===== config.mk =====
export PLATFORM = sky130hd
export DESIGN_NAME = call_scheduler
export DESIGN_NICKNAME = d
export VERILOG_FILES = /design/src/rtl/elevator_pkg.sv /design/src/rtl/nearest_call_finder.sv /design/src/rtl/call_scheduler.sv
export SDC_FILE = /design/constraint.sdc
export NUM_CORES = 1
export LEC_CHECK = 0
export CAP_MARGIN = 10
export CORE_AREA = 8 8 55 57
export CTS_BUF_LIST = sky130_fd_sc_hd__clkbuf_8
export CTS_CLUSTER_SIZE = 30
export DETAILED_ROUTE_END_ITERATION = 7
export DIE_AREA = 0 0 63 65
export MAX_ROUTING_LAYER = met4
export SETUP_SLACK_MARGIN = 0.3
export SYNTH_ARGS = -nofsm -noshare
export SYNTH_HDL_FRONTEND = slang
export SYNTH_SLANG_ARGS = --single-unit

===== constraint.sdc =====
create_clock -name clk -period 1.9 [get_ports clk]
set_input_delay 0.38 -clock clk [delete_from_list [all_inputs] [get_ports clk]]
set_output_delay 0.38 -clock clk [all_outputs]
set_load 0.005 [all_outputs]

===== src/rtl/elevator_pkg.sv =====
// Shared elevator encodings: scheduler state/direction codes and the default floor count.
package elevator_pkg;

    localparam int DEFAULT_NUM_FLOORS = 3;

    typedef enum logic [1:0] {
        DIR_IDLE = 2'b00,
        DIR_UP   = 2'b01,
        DIR_DOWN = 2'b10,
        DIR_HOLD = 2'b11
    } dir_e;

endpackage


===== src/rtl/nearest_call_finder.sv =====
// Combinational helper: nearest pending call strictly above / below the last known floor.
module nearest_call_finder
    import elevator_pkg::*;
#(
    parameter int NUM_FLOORS = DEFAULT_NUM_FLOORS
) (
    input  logic [NUM_FLOORS-1:0] pending,
    input  logic [NUM_FLOORS-1:0] last_floor,
    output logic                  any_above,
    output logic                  any_below,
    output logic [NUM_FLOORS-1:0] nearest_above,
    output logic [NUM_FLOORS-1:0] nearest_below
);

    logic [NUM_FLOORS-1:0] above_mask;
    logic [NUM_FLOORS-1:0] below_mask;
    logic [NUM_FLOORS-1:0] cand_above;
    logic [NUM_FLOORS-1:0] cand_below;

    // Floor gi is above last_floor when last_floor sits in a lower bit, below when in a higher bit.
    genvar gi;
    generate
        for (gi = 0; gi < NUM_FLOORS; gi++) begin : g_mask
            localparam logic [NUM_FLOORS-1:0] SELF  = NUM_FLOORS'(1) << gi;
            localparam logic [NUM_FLOORS-1:0] LOWER = SELF - NUM_FLOORS'(1);
            assign above_mask[gi] = |(last_floor & LOWER);
            assign below_mask[gi] = |(last_floor & ~(LOWER | SELF));
        end
    endgenerate

    assign cand_above = pending & above_mask;
    assign cand_below = pending & below_mask;
    assign any_above  = |cand_above;
    assign any_below  = |cand_below;

    // Last hit wins: descending scan keeps the lowest above, ascending keeps the highest below.
    always_comb begin
        nearest_above = '0;
        nearest_below = '0;
        for (int i = NUM_FLOORS - 1; i >= 0; i--) begin
            if (cand_above[i]) begin
                nearest_above    = '0;
                nearest_above[i] = 1'b1;
            end
        end
        for (int i = 0; i < NUM_FLOORS; i++) begin
            if (cand_below[i]) begin
                nearest_below    = '0;
                nearest_below[i] = 1'b1;
            end
        end
    end

endmodule


===== src/rtl/call_scheduler.sv =====
// SCAN call scheduler: latches floor calls and picks the next target for the movement FSM.
// Optional SOS_CLEAR_EN: an active SOS wipes all pending calls and ignores new ones.
module call_scheduler
    import elevator_pkg::*;
#(
    parameter int NUM_FLOORS = DEFAULT_NUM_FLOORS
) (
    input  logic                  clk,
    input  logic                  button_reset,
    input  logic [NUM_FLOORS-1:0] call_req,
    input  logic [NUM_FLOORS-1:0] cur_floor,
    input  logic                  arrived,
    input  logic                  sos_mode,
    input  logic                  weight_limit_exceeded,
    output logic [NUM_FLOORS-1:0] call_led,
    output logic [NUM_FLOORS-1:0] target_floor,
    output logic                  target_valid,
    output logic [1:0]            dir
);

    logic [NUM_FLOORS-1:0] pending_q, pending_d;
    logic [NUM_FLOORS-1:0] last_floor_q, last_floor_d;
    logic [NUM_FLOORS-1:0] target_q, target_d;
    logic                  target_valid_q, target_valid_d;
    dir_e                  state_q, state_d;

    logic                  any_above, any_below;
    logic [NUM_FLOORS-1:0] nearest_above, nearest_below;

    nearest_call_finder #(
        .NUM_FLOORS (NUM_FLOORS)
    ) u_finder (
        .pending       (pending_q),
        .last_floor    (last_floor_q),
        .any_above     (any_above),
        .any_below     (any_below),
        .nearest_above (nearest_above),
        .nearest_below (nearest_below)
    );

    // The door floor is the fresh cur_floor when present, so arrival and floor change may coincide.
    always_comb begin
        last_floor_d = (cur_floor != '0) ? cur_floor : last_floor_q;
        pending_d    = pending_q | call_req;
`ifdef SOS_CLEAR_EN
        if (sos_mode) begin
            pending_d = '0;
        end
`endif
        if (arrived) begin
            pending_d = pending_d & ~last_floor_d;
        end
    end

    always_comb begin
        state_d  = state_q;
        target_d = '0;
        if (sos_mode || weight_limit_exceeded) begin
            state_d = DIR_HOLD;
        end else begin
            case (state_q)
                DIR_HOLD: state_d = DIR_IDLE;
                DIR_DOWN: begin
                    if (any_below)      state_d = DIR_DOWN;
                    else if (any_above) state_d = DIR_UP;
                    else                state_d = DIR_IDLE;
                end
                default: begin
                    if (any_above)      state_d = DIR_UP;
                    else if (any_below) state_d = DIR_DOWN;
                    else                state_d = DIR_IDLE;
                end
            endcase
        end

        // Leaving HOLD spends one edge in a blank IDLE before targets are offered again.
        case (state_d)
            DIR_UP:   target_d = nearest_above;
            DIR_DOWN: target_d = nearest_below;
            DIR_IDLE: begin
                if (state_q != DIR_HOLD && pending_q == last_floor_q) begin
                    target_d = last_floor_q;
                end
            end
            default:  target_d = '0;
        endcase
        target_valid_d = |target_d;
    end

    always_ff @(posedge clk) begin
        if (button_reset) begin
            pending_q      <= '0;
            last_floor_q   <= NUM_FLOORS'(1);
            state_q        <= DIR_IDLE;
            target_q       <= '0;
            target_valid_q <= 1'b0;
        end else begin
            pending_q      <= pending_d;
            last_floor_q   <= last_floor_d;
            state_q        <= state_d;
            target_q       <= target_d;
            target_valid_q <= target_valid_d;
        end
    end

    assign call_led     = pending_q;
    assign target_floor = target_q;
    assign target_valid = target_valid_q;
    assign dir          = state_q;

endmodule

-- Word-level counts from Yosys, hierarchy flattened
Index checks and enable logic that the tools add are counted.
- input port bits: 11
- latch bits: 0
- bits in writable memories: 0
- memory bits (read-only): 0
- bits in registers: 12
- memories kept: 0
- div/mod/pow operators: 0
- magnitude comparators: 0
- multipliers: 0
- reductions and logical operators: 9
- multiplexer cells: 16
- shift-type cells: 0
- bitwise gates (word level): 5
- equal/unequal tests: 6
- add/sub/neg operators: 0
- operators by type and width (kind ; number):
    3-bit 2-to-1 mux ; 8
    3-bit case mux with 3 select lines ; 1
    3-bit OR reduction ; 3
    2-bit 2-to-1 mux ; 4
    3-bit AND ; 2
    2-bit == test, second input constant ; 3
    2-bit case mux with 2 select lines ; 1
    2-bit OR reduction ; 2
    3-bit by 2-bit AND with 3-bit output ; 1
    3-bit == test ; 1
    3-bit NOT ; 1
    3-bit bitwise OR ; 1
    3-bit nonzero test ; 1
    2-bit by 1-bit == test with 1-bit output, second input constant ; 1
    2-bit logical NOT ; 1
    1-bit 2-to-1 mux ; 2
    2-bit inequality test, second input constant ; 1
    1-bit logical AND ; 1
    1-bit logical OR ; 1

-- Logic depth before layout (Yosys ltp)
- depth in word-level cells: 10
- gate-level depth with buffers: 6
- depth with buffers taken out: 5

-- Hierarchy
A second synthesis with hierarchy kept.
- cells, all modules: 81
- area, all modules: 651.9 µm²
- modules (own cells, without submodules) (module ; area an instance (µm²) ; cells each ; seq. area each (µm²) ; instances):
    call_scheduler ; 546.8 ; 64 ; 240.2 ; 1
    nearest_call_finder ; 105.1 ; 17 ; 0.0 ; 1

-- Worst setup path before layout
Ideal clock, no wire load.
- path kind: register to register
- from: reg pending_q[1], in the netlist call_led[1]
- to: reg target_valid_q, in the netlist target_valid
- library setup time: 127 ps
- buffers on the path: 1
- path slack: 56 ps
- required time: 1773 ps
- arrival time: 1717 ps
- stages on the path, launching flop included: 7
- cells stage by stage: dfxtp_1 clkbuf_1 a211o_1 a311o_1 o2111ai_2 o22ai_2 or3_1
- word-level cells in the longest chain between the ends: 9
- elaborated cells on any way between the ends: 22
- classes of those cells: eq/ne: 3; mux: 12; bitwise: 2; reduce/logical: 5
- ends and longest elaborated chain (what ; line ; text):
    start, declared ; call_scheduler.sv:21 ; logic [NUM_FLOORS-1:0] pending_q, pending_d;
    start signal, assigned ; call_scheduler.sv:98 ; pending_q <= pending_d;
    3-bit AND or 3-bit by 2-bit AND with 3-bit output (tied branches) ; nearest_call_finder.sv:31, nearest_call_finder.sv:32 ;
    3-bit OR reduction (on tied branches) ; nearest_call_finder.sv:33, nearest_call_finder.sv:34 ;
    1-bit 2-to-1 mux or 2-bit 2-to-1 mux (tied branches) ; call_scheduler.sv:65, call_scheduler.sv:70 ;
    2-bit 2-to-1 mux (on tied branches) ; call_scheduler.sv:64, call_scheduler.sv:69 ;
    2-bit case mux with 2 select lines ; call_scheduler.sv:61 ; case (state_q)
    2-bit 2-to-1 mux ; call_scheduler.sv:58 ; if (sos_mode || weight_limit_exceeded) begin
    2-bit == test, or another cell as far along ; call_scheduler.sv:77 ; case (state_d)
    3-bit case mux with 3 select lines (*) ; call_scheduler.sv:77 ;
    3-bit OR reduction (*) ; call_scheduler.sv:87 ; target_valid_d = |target_d;
    end signal, assigned ; call_scheduler.sv:102 ; target_valid_q <= target_valid_d;
    end, declared ; call_scheduler.sv:24 ; logic target_valid_q, target_valid_d;
Mark *: on every way between the ends. The rest lies on a longest branch, timed or not.
A chain may end at the register's enable or synchronous reset.

-- Final worst setup path
- from: reg state_q[0], in the netlist dir[0]
- to: reg target_valid_q, in the netlist target_valid
- word-level cells in the longest chain between the ends: 6
- elaborated cells on any way between the ends: 12
- classes of those cells: eq/ne: 5; mux: 4; reduce/logical: 3
- ends and longest elaborated chain (what ; line ; text):
    start, declared ; call_scheduler.sv:25 ; dir_e state_q, state_d;
    start signal, assigned ; call_scheduler.sv:100 ; state_q <= state_d;
    2-bit == test ; call_scheduler.sv:61 ;
    2-bit case mux with 2 select lines ; call_scheduler.sv:61 ;
    2-bit 2-to-1 mux ; call_scheduler.sv:58 ;
    2-bit == test, or another cell as far along ; call_scheduler.sv:77 ;
    3-bit case mux with 3 select lines (*) ; call_scheduler.sv:77 ;
    3-bit OR reduction (*) ; call_scheduler.sv:87 ;
Marked as above.

==> summary.txt <==
Timing
  • Final slew viol count: 0
  • Setup violations, final: 0
  • Slew headroom: ~75%
  • Max Fclk: approximately 570 MHz
  • Fin Clk Skew: roughly 3.4 ps
  • Fin Setup TNS: 0 ps
  • Final hold vios: 0
  • Hold WS: 564 ps
  • Period utilization: 93.1%
  • Fin crit period: ~1800 ps
  • Slew @ Worst Pin: between 300 and 400 ps
  • RSZ-0062 raised after global routing: true

Synth
  • Synthesized net count: 83
  • Sequential area share after synthesis: 39.5%
  • Largest family of logic cells by synthesized area: compound AO/OA/AOI/OAI gates
  • Compound-Gate Fraction of Synth Area: a little over a quarter
  • Mux cell area share after synthesis: 0%
  • Flops & latches, synth: 12
  • Adder-Cell Fraction of Synth Area: 0%
  • Biggest area consumer among synthesized cells: dfxtp_1
  • Synth top area share: 39.5%
  • Largest cells by area after synthesis: dfxtp_1 (40%), nor2_1 (6.2%), a21oi_1 (4.9%), xnor2_1 (4.3%), nand3_1 (2.5%)
  • Post-Syn Instances: 72
  • Yosys warns: 0
  • Synth Area in XOR/XNOR: between 4 and 5%
  • Cell variety after synth: 29
  • Avg Cell Area, Syn: around 8.4 um2
  • Mapped cell area: 608 um2
  • Simple-gate area share of the yosys netlist: approximately a quarter

Power
  • Maximum vdd drop: about 0.00033 V
  • Lkg Pwr: 0.363 nW
  • Final Power: ~640 uW
  • Pwr/cell area: about 700 mW/mm2

Route
  • DR WL met2: between 700 and 800 um
  • Routed length per instance: about 13 um
  • ANT nets after route: 0
  • Met3 routed WL: ~110 um
  • Wl on met1: 738 um
  • DR pass1 iterations: 4
  • Via-to-Cell Ratio: between 4 and 5
  • Starting DRT DRC Count: 16
  • Top sig layer: met4
  • Post-route DRC violation count: 0
  • Vias: about 620
  • Routed WL: 1.64 mm

Setup path
  • Crit path buf inv count: 0
  • Worst R2R Path Depth: 5
  • Worst r2r src: dir[0]
  • Nature of the critical path endpoint: register
  • Setup CP Type: reg2reg
  • Critical Path RT: 2020 ps
  • CP max FO: 4
  • Reg-to-reg endpoint: target_valid
  • CP max-delay cell: a311o_1
  • Critical-path cell list: or3_4, a311o_1, o2111ai_2, a21oi_2, or3_1
  • Worst stage delay on the critical path: ~420 ps
  • CP Launch Type: register
  • Critical path's top delay family: simple AND/OR/NAND/NOR gates
  • CP arrival: between 1500 and 2000 ps
  • Worst reg-to-reg setup slack: approximately 130 ps

Floorplanning
  • Die area: roughly 0.0041 mm2
  • Die Wd: ~63 um
  • Core area: approximately 0.0021 mm2
  • Initial core utilization: around 28%
  • Num ports: 20
  • # rows: 17
  • Die Y: ~65 um

Global route
  • Global-route wire length before repair: around 2.8 mm
  • Total global-route track usage: 8.74%
  • Largest net degree at the start of global routing: 8
  • Initial antenna violation count: 0
  • Grt ovf: 0
  • Number of global-route vias before repair: 612

Finish
  • Share of cells above drive strength 1: 22.7%
  • Fill cell count: approximately 210
  • Synth-to-Final Area Change: 52.1%
  • Post-route insts no fill: about 130
  • Layout Nets: 110
  • Diodes inserted: 0

Job
  • MaxCap Viol Count: 0

Placement
  • Cells after DPL: between 100 and 150
  • DP Wirelength: around 1.3 mm
  • # port buffers: 19
  • Routability cong.: 0.895

Run status
  • Status: finished, final reports clean

Clocking
  • CTS tree: built
  • H-tree depth: 1
  • # clock sinks: 12
  • Hold buffer count at CTS: 0
  • CTS Buf Count: 3
  • Worst-Skew Late Latency: roughly 240 ps
  • CTS Root Cell: clkbuf_8
  • Register clock-pin slew on the reported worst setup and hold paths: approximately 50 ps
  • Clk buf depth: 2

Worst hold path
  • Hold Startpoint: call_led[0]
  • Hold Path Depth: 2
  • Worst hold endpoint: call_led[0]
  • Hold Crit Class: reg2reg
power breakdown:
group / switching (mW) / internal (mW)
Combinational: 0.0605 / 0.0760
Clock: 0.0884 / 0.139
Sequential: 0.0124 / 0.267
Total: 0.161 / 0.482
area by class of cell:
type / count / area [um2] / share of cell area, %
tap: 28 / 35.0 / 3.79
timing repair buffer: 27 / 249 / 26.9
multi-input combinational: 53 / 347 / 37.5
clock buffer: 3 / 41.3 / 4.47
sequential: 12 / 245 / 26.5
inverter: 2 / 7.51 / 0.812
metrics by stage:
stage / util, % / cell area (um2) / setup slack [ps]
3_5_place_dp: 40.0 / 858 / 127
6_report: 43.0 / 925 / 131
5_1_grt: 43.0 / 925 / 86.7
2_1_floorplan: - / 609 / 82.9
3_3_place_gp: 40.0 / 858 / 115
4_1_cts: 42.0 / 902 / 171
routing by layer:
layer	up-vias	GRT usage, %
met5	-	-
met3	5	3.61
li1	312	-
met4	0	5.41
met2	21	12.7
met1	285	9.81
cell usage after synthesis:
| cell type | n |
|---|---|
| a211o_1 | 1 |
| a211oi_1 | 2 |
| a21o_1 | 2 |
| a21oi_1 | 6 |
| a311o_1 | 1 |
| a32oi_1 | 1 |
| and2_1 | 2 |
| and3_1 | 2 |
| buf_2 | 1 |
| buf_6 | 1 |
| clkbuf_1 | 3 |
| dfxtp_1 | 12 |
| inv_1 | 2 |
| nand2_1 | 3 |
| nand2b_1 | 1 |
| nand3_1 | 3 |
| nand4_1 | 2 |
| nor2_1 | 10 |
| nor3_1 | 2 |
| o2111ai_1 | 1 |
| o2111ai_2 | 1 |
| o21a_1 | 2 |
| o21ai_0 | 1 |
| o21ai_1 | 2 |
| o221a_2 | 1 |
| o22ai_2 | 1 |
| or3_1 | 2 |
| or3_4 | 1 |
| xnor2_1 | 3 |
cells by family (layout without fill, tap and decap cells):
group	count (synthesis)	count (layout)
buffers and inverters	7	32
flip-flops	12	12
AO/OA/AOI/OAI	22	22
AND/OR/NAND/NOR	28	28
XOR/XNOR	3	3
flip-flops by register name, summed over array words and instances (netlist names):
register,cells
call_led,3
last_floor_q,3
target_floor,3
dir,2
target_valid,1
worst reg2reg max path, stage by stage, from the launching register on:
cell and delay (ps):
dfxtp_2 320, or3_4 360, a311o_1 420, o2111ai_2 100, a21oi_2 90, or3_1 360
how the worst max path moves through the flow:
stage,to,start,cells after the start
CTS,target_valid,dir[0],5
finish,target_valid,dir[0],5
floorplan,target_valid,last_floor_q[1],6
global route,target_valid,dir[0],5
global placement,target_valid,weight_limit_exceeded,6
detailed placement,target_valid,weight_limit_exceeded,6
cells in the final DEF (no fill, tap or decap), types with 3 or more instances in the layout:
master           synthesis  final
dfxtp_1                 12      8
clkdlybuf4s50_1          0     18
nand3_1                  3      3
buf_4                    0      8
clkbuf_8                 0      3
xnor2_1                  3      3
dfxtp_2                  0      4
a21oi_1                  6      5
nor2_1                  10     10
nand2_1                  3      3
timing repair:
item,CTS,global route
setup buffers,0,1
endpoints found under the hold margin,0,0
endpoints found under the setup margin,4,3
pin swaps,2,3
gates resized for setup,4,4
Power figures use the tool's default switching activity.
